File: config.mk
export PLATFORM = sky130hd
export DESIGN_NAME = latch_word_serializer
export DESIGN_NICKNAME = d
export VERILOG_FILES = /design/src/rtl/latch_word_serializer.sv
export SDC_FILE = /design/constraint.sdc
export NUM_CORES = 1
export LEC_CHECK = 0
export ABC_AREA = 1
export BUFFER_PORTS_ARGS = -buffer_cell sky130_fd_sc_hd__buf_2
export CAP_MARGIN = 40
export CORE_MARGIN = 1.5
export CORE_UTILIZATION = 50
export CTS_CLUSTER_SIZE = 20
export DETAILED_ROUTE_END_ITERATION = 12
export HOLD_SLACK_MARGIN = 0.08
export PLACE_DENSITY = 0.75
export SETUP_SLACK_MARGIN = 0.3
export SLEW_MARGIN = 20
export SYNTH_ARGS = -nofsm -noshare
export SYNTH_HDL_FRONTEND = slang
export SYNTH_SLANG_ARGS = --single-unit
File: constraint.sdc
create_clock -name clk -period 1.25 [get_ports clk]
set_input_delay 0.25 -clock clk [delete_from_list [all_inputs] [get_ports clk]]
set_output_delay 0.25 -clock clk [all_outputs]
set_load 0.005 [all_outputs]
File: src/rtl/latch_word_serializer.sv
// Parallel-in/serial-out stage behind the mux-based latch: captures a word on a
// valid/ready load and shifts it out one bit per accepted serial transfer.
module latch_word_serializer #(
    parameter int WIDTH     = 8,
    parameter bit MSB_FIRST = 1'b1
) (
    input  logic             clk,
    input  logic             rst,
    input  logic             load_valid,
    output logic             load_ready,
    input  logic [WIDTH-1:0] load_data,
    input  logic             ser_ready,
    output logic             ser_valid,
    output logic             ser_data,
    output logic             ser_last,
    output logic             busy,
    output logic             done
);

    localparam int CW = $clog2(WIDTH + 1);
    localparam logic [CW-1:0] LAST_CNT = CW'(WIDTH - 1);

    localparam logic [0:0] IDLE  = 1'b0;
    localparam logic [0:0] SHIFT = 1'b1;

    logic [0:0]       state;
    logic [WIDTH-1:0] sreg;
    logic [WIDTH-1:0] sreg_next;
    logic [WIDTH-1:0] shifted;
    logic [CW-1:0]    cnt;
    logic             load_fire;
    logic             xfer;

    assign busy       = (state == SHIFT);
    assign ser_valid  = busy;
    assign load_ready = (state == IDLE) && !rst;
    assign load_fire  = load_valid && load_ready;
    assign xfer       = ser_valid && ser_ready;
    assign ser_last   = ser_valid && (cnt == LAST_CNT);
    assign ser_data   = ser_valid && (MSB_FIRST ? sreg[WIDTH-1] : sreg[0]);

    // Zero-filled move toward whichever end feeds ser_data.
    assign shifted = MSB_FIRST ? (sreg << 1) : (sreg >> 1);

    for (genvar i = 0; i < WIDTH; i++) begin : g_bit
        assign sreg_next[i] = load_fire ? load_data[i] :
                              (xfer ? shifted[i] : sreg[i]);
    end

    always_ff @(posedge clk or posedge rst) begin
        if (rst) begin
            state <= IDLE;
            sreg  <= '0;
            cnt   <= '0;
            done  <= 1'b0;
        end else begin
            sreg <= sreg_next;
            done <= xfer && ser_last;
            if (load_fire) begin
                state <= SHIFT;
                cnt   <= '0;
            end else if (xfer) begin
                if (ser_last) begin
                    state <= IDLE;
                    cnt   <= '0;
                end else begin
                    cnt <= cnt + 1'b1;
                end
            end
        end
    end

endmodule

==> results of run 1 <==
==> per-stage QoR <==
step	instance area, µm²	setup slack, ns	total power [mW]
floorplan	756	0.232	1.23
finish	1180	-0.125	2.32
global placement	852	0.106	1.36
detailed placement	852	0.122	1.38
global route	1180	-0.189	2.45
CTS	1110	-0.108	2.03
==> power breakdown <==
part | leakage, nW | switching [mW] | internal [mW]
registers | 0.178 | 0.163 | 0.636
logic | 0.469 | 0.653 | 0.531
clock network | 0.0210 | 0.159 | 0.177
==> kinds of logic (layout without fill, tap and decap cells) <==
| kind of cell | Yosys count | count (layout) | synth area share (%) |
|---|---|---|---|
| AND/OR/NAND/NOR | 69 | 69 | 39.6 |
| AO/OA/AOI/OAI | 1 | 1 | 0.663 |
| adder cells (fa/ha/maj) | 1 | 1 | 1.66 |
| flip-flops | 14 | 14 | 46.4 |
| buffers and inverters | 18 | 54 | 11.6 |
==> flip-flops by register name, summed over array words and instances (netlist names) <==
| name | count |
|---|---|
| busy | 1 |
| cnt | 4 |
| done | 1 |
| sreg | 8 |
==> metal layers <==
layer	global-route usage (%)	vias up	part of all wire (%)
met1	28.6	386	36
met2	46.6	50	48
met3	4.35	27	6.2
met4	11.0	0	9.0
li1	-	388	-
met5	0	-	0
==> how the worst min path moves through the flow <==
stage | start | endpoint | slack, ns | cells after the start
4_1_cts | load_data[0] | sreg[0]$_DFFE_PP0P_ | 0.17 | 3
3_3_place_gp | rst | done$_DFF_PP0_ | 0.29 | 3
2_1_floorplan | rst | cnt[0]$_DFFE_PP0P_ | 0.14 | 1
3_5_place_dp | rst | done$_DFF_PP0_ | 0.30 | 3
6_report | load_data[7] | sreg[7]$_DFFE_PP0P_ | 0.18 | 3
5_1_grt | load_data[7] | sreg[7]$_DFFE_PP0P_ | 0.20 | 3
==> tightest hold or removal path, stage by stage <==
cell     delay (ns)
buf_2          0.07
nand2_1        0.04
nand3_1        0.07
==> layout by cell type, fill, tap and decap left out <==
cell | Yosys | final
nand2_8 | 0 | 2
buf_8 | 0 | 1
nor2_2 | 1 | 1
nand2_1 | 48 | 33
dfrtp_2 | 0 | 1
buf_12 | 0 | 2
inv_2 | 2 | 1
buf_2 | 0 | 17
nand4_1 | 1 | 1
clkbuf_4 | 0 | 3
o21ai_2 | 0 | 1
nand3_2 | 0 | 5
nor2_4 | 1 | 3
inv_1 | 12 | 12
buf_6 | 2 | 4
ha_2 | 0 | 1
nand2_4 | 1 | 1
nand2_2 | 1 | 14
buf_4 | 1 | 10
inv_8 | 0 | 1
dlygate4sd3_1 | 0 | 1
nor3_1 | 1 | 1
nand3_1 | 13 | 8
clkinv_8 | 0 | 1
clkbuf_8 | 0 | 1
dfrtp_1 | 14 | 13
==> cell type report <==
| cell class | count | area, µm² |
|---|---|---|
| multi-input cells | 71 | 428 |
| repair buffers | 35 | 270 |
| clock buffers | 4 | 36.3 |
| well taps | 15 | 18.8 |
| flip-flops and latches | 14 | 352 |
| inverters | 15 | 76.3 |
| fillers | 61 | 169 |
==> what timing repair did <==
item,in CTS,in global routing
pin swaps,17,6
hold buffers,1,0
gates resized for setup,30,11
cloned,0,0
setup buffers,10,4
endpoints found under the setup margin,20,20
hold endpoints to repair,14,0
==> impl_results.md, run 1 <==
* Post-synth EDFFs at 0
* Endpoints failing hold at 0
* Outcome: finished, violations left
* Buffers & Inverters on Critical Path at 1
* Ys async rst share at 100%
* Post-synth top area share at 46.4%
* Endpoint class of the critical path: output port
* Max Clk Rate at 727 MHz
* Starting Density at 55.9%
* Most numerous cell in the Yosys netlist: nand2_1
* Crit path largest cell delay at 0.38 ns
* DRC viols at 0
* Netlist cell types at 17
* GRT Overall Usage at 25.5%
* Nets at 153
* Ys Warns at 0
* Setup TNS Final at -0.463 ns
* Setup ws final at -0.125 ns
* Worst hold margin at 0.181 ns
* WS Path Type: reg2out
* Final ANT Viol Nets at 0
* Mapped Area at 754 µm²
* Die height at 41.8 µm
* Pins Over Slew Limit at 0
* Top cells by count, synth: nand2_1 (48), dfrtp_1 (14), nand3_1 (13)
* Crit path depth at 4
* Vias in the first global route at 752
* Row Count at 13
* R2R setup slack at -0.07 ns
* Worst r2r dst: sreg[6]$_DFFE_PP0P_
* CP Launch Type: flip-flop
* CTS buffer count at 3
* Hold crit path type: in2reg
* First-pass iteration count of the detailed router at 4
* # H-tree levels at 1
* Worst EP required at 1.00 ns
* Seq/Total Area, Yosys at 46.4%
* Failing checks: setup timing
* Clock sinks at 14
* Via count at 851
* I/O pin total at 18
* Synthesis-stage register bit count at 14
* Rel. slew slack at 81.2%
* Fraction of layout cells with a size suffix above 1 at 50.4%
* Final period util at 110%
* Fin cells at 154
* Final wirelength at 2.49 mm
* Post-synthesis cell count at 103
* Clock root buffer: clkbuf_4
* WP data arrival at 1.12 ns
* Wire per inst at 16.1 µm
* # setup viols final at 12
* Deepest clock path buffer count at 2
* Start point of the critical path: cnt[0]$_DFFE_PP0P_
* CTS tree: done
* Worst VDD drop at 1330 µV
* R2R depth at 8
* Worst path top cell family by delay: flip-flops
* Top FF cell, synth: dfrtp_1
* Crit-path slowest cell: dfrtp_1
* Die Wd at 41.8 µm
* RSZ-0062 raised after global routing: yes
* Post-layout util at 87.5%
* RR Startpoint: busy$_DFFE_PP0P_
* Post-synth top area cell: dfrtp_1
* Setup Skew at 0.00703 ns
* Die Area at 1750 µm²
* Largest cells by area after synthesis: dfrtp_1 (46%), nand2_1 (24%), nand3_1 (8.6%)
* Pwr dens at 1960 nW/µm²
* Syn_area_per_cell at 7.32 µm²
* Lkg Pwr at 0.667 nW
* Initial antenna violation count at 0
* Critical-path maximum fanout at 2
* Vias per cell at 5.53
* Worst path cell trace: ha_2 > nand2_2 > nor2_4 > buf_2
* Detailed Route Iter0 Violations at 29
* Area grow syn2layout at 56.6%
* Port-buffer cells at 17
* Critical Path Sink: ser_last
* Core area at 1350 µm²
* Syn_nets at 116
* GR Overflow Total at 0
* Routability Congestion at 0.774
* HPWL after detailed placement at 1.03 mm
* First-pass GRT wire length at 3.34 mm
* Min Tclk post-route at 1.37 ns
* Diodes inserted at 0
* CTS clock-pin slew for the worst setup and hold paths at 0.09 ns
* Worst-margin pin slew at 0.280 ns
* Clock latency at the later pin of the worst-skew pair at 0.29 ns
* Max_cap viols at 0
* Placed insts at 135
* Largest net degree at the start of global routing at 15
Power figures use the tool's default switching activity.
==> run 2: changes to the inputs <==
--- a/config.mk
+++ b/config.mk
@@ -10,10 +10,12 @@
 export CAP_MARGIN = 40
 export CORE_MARGIN = 1.5
 export CORE_UTILIZATION = 50
+export CTS_BUF_LIST = sky130_fd_sc_hd__clkbuf_4 sky130_fd_sc_hd__clkbuf_8 sky130_fd_sc_hd__clkbuf_16
 export CTS_CLUSTER_SIZE = 20
 export DETAILED_ROUTE_END_ITERATION = 12
 export HOLD_SLACK_MARGIN = 0.08
-export PLACE_DENSITY = 0.75
+export PLACE_DENSITY_LB_ADDON = 0.1
+export RECOVER_POWER = 25
 export SETUP_SLACK_MARGIN = 0.3
 export SLEW_MARGIN = 20
 export SYNTH_ARGS = -nofsm -noshare
==> impl_results.md, run 2 (same netlist as run 1, synthesis figures left out) <==
* Pwr dens at 1840 nW/µm²
* Die Area at 1750 µm²
* Pins Over Slew Limit at 0
* CP Launch Type: flip-flop
* Clock latency at the later pin of the worst-skew pair at 0.28 ns
* Max Clk Rate at 727 MHz
* GR Overflow Total at 0
* Setup ws final at -0.125 ns
* Post-layout util at 88.8%
* Area grow syn2layout at 58.9%
* Endpoint class of the critical path: output port
* Min Tclk post-route at 1.37 ns
* Largest register by flop count: sreg
* Worst EP required at 1.00 ns
* DP Area at 852 µm²
* GRT Overall Usage at 24.8%
* Commonest non-fill, non-tap cell in the layout: nand2_1
* Fraction of layout cells with a size suffix above 1 at 54.7%
* Top flop regs: sreg: 8 flops, cnt: 4 flops
* Deepest clock path buffer count at 2
* Routability Congestion at 0.798
* Final wirelength at 2.10 mm
* Max_cap viols at 0
* Final period util at 110%
* Die height at 41.8 µm
* Largest net degree at the start of global routing at 9
* CTS clock-pin slew for the worst setup and hold paths at 0.09 ns
* WP data arrival at 1.12 ns
* Total power at 2.20 mW
* Via count at 781
* Failing checks: setup timing
* Core area at 1350 µm²
* # setup viols final at 4
* CTS buffer count at 3
* DRC viols at 0
* HPWL after detailed placement at 1.06 mm
* Worst-margin pin slew at 0.375 ns
* Placed insts at 135
* Row Count at 13
* Fin cells at 152
* Max reg flops at 8
* WS Path Type: reg2out
* Lkg Pwr at 0.657 nW
* Commonest non-fill, non-tap cells in the layout: nand2_1 (34), buf_2 (16), dfrtp_1 (13)
* Die Wd at 41.8 µm
* Crit path largest cell delay at 0.38 ns
* Endpoints failing hold at 0
* Nets at 151
* Vias per cell at 5.14
* Starting Density at 55.9%
* Clock sinks at 14
* Diodes inserted at 0
* Worst VDD drop at 1100 µV
* RSZ-0062 raised after global routing: yes
* Initial antenna violation count at 0
* Crit-path slowest cell: dfrtp_1
* CTS tree: done
* Detailed Route Iter0 Violations at 22
* I/O pin total at 18
* Final ANT Viol Nets at 0
* Critical-path maximum fanout at 2
* Final Instance Area at 1200 µm²
* Worst path cell trace: ha_2 > nand2_2 > nor2_2 > buf_2
* Setup TNS Final at -0.209 ns
* Rel. slew slack at 74.8%
* # H-tree levels at 1
* First-pass iteration count of the detailed router at 4
* Wire per inst at 13.8 µm
* Hold crit path type: in2reg
* Port-buffer cells at 17
* Vias in the first global route at 740
* Outcome: finished, violations left
* First-pass GRT wire length at 3.25 mm
* Setup Skew at 0.000675 ns
* Clock root buffer: clkbuf_4
[run 2: metrics by stage]
stage,setup slack (ns),hold slack (ns)
global placement,0.104,0.241
global route,-0.200,0.155
floorplan,0.232,0.139
CTS,-0.133,0.156
finish,-0.125,0.165
detailed placement,0.0752,0.251
[run 2: final cells by class]
type,instances,area (µm²)
well taps,15,18.8
fillers,66,151
inverters,15,75.1
multi-input cells,72,492
clock buffers,4,36.3
flip-flops and latches,14,352
repair buffers,32,225
[run 2: power by group]
group	switching, mW	leakage [nW]	internal (mW)
clock network	0.156	0.0210	0.177
registers	0.167	0.178	0.637
logic	0.585	0.458	0.481
total	0.908	0.657	1.29
[run 2: final timing paths]
check,from,endpoint,slack (ns),cells after the start
setup / recovery,cnt[0]$_DFFE_PP0P_,ser_last,-0.12,4
hold / removal,load_data[0],sreg[0]$_DFFE_PP0P_,0.16,3
setup reg to reg,busy$_DFFE_PP0P_,sreg[2]$_DFFE_PP0P_,0.06,7
hold reg to reg,sreg[2]$_DFFE_PP0P_,sreg[2]$_DFFE_PP0P_,0.53,2
max in group asynchronous,rst,sreg[3]$_DFFE_PP0P_,0.32,4
min in group asynchronous,rst,done$_DFF_PP0_,0.52,3
[run 2: worst max-delay path: cells and delay by family (launching register included)]
kind | cells | cell delay, ns
flip-flops | 1 | 0.38
adder cells (fa/ha/maj) | 1 | 0.20
AND/OR/NAND/NOR | 2 | 0.14
buffers and inverters | 1 | 0.12
[run 2: what timing repair did]
item / 4_1_cts / 5_1_grt
setup buffers: 6 / 5
hold buffers: 1 / 0
endpoints found under the setup margin: 20 / 27
resized for setup: 35 / 18
pin swaps: 14 / 9
endpoints found under the hold margin: 7 / 0
cloned: 1 / 0
[run 2: layer usage]
metal	track usage [%]	routed length (µm)
met1	29.2	827
met4	11.6	40
met5	0	0
met2	43.4	1150
met3	4.35	83
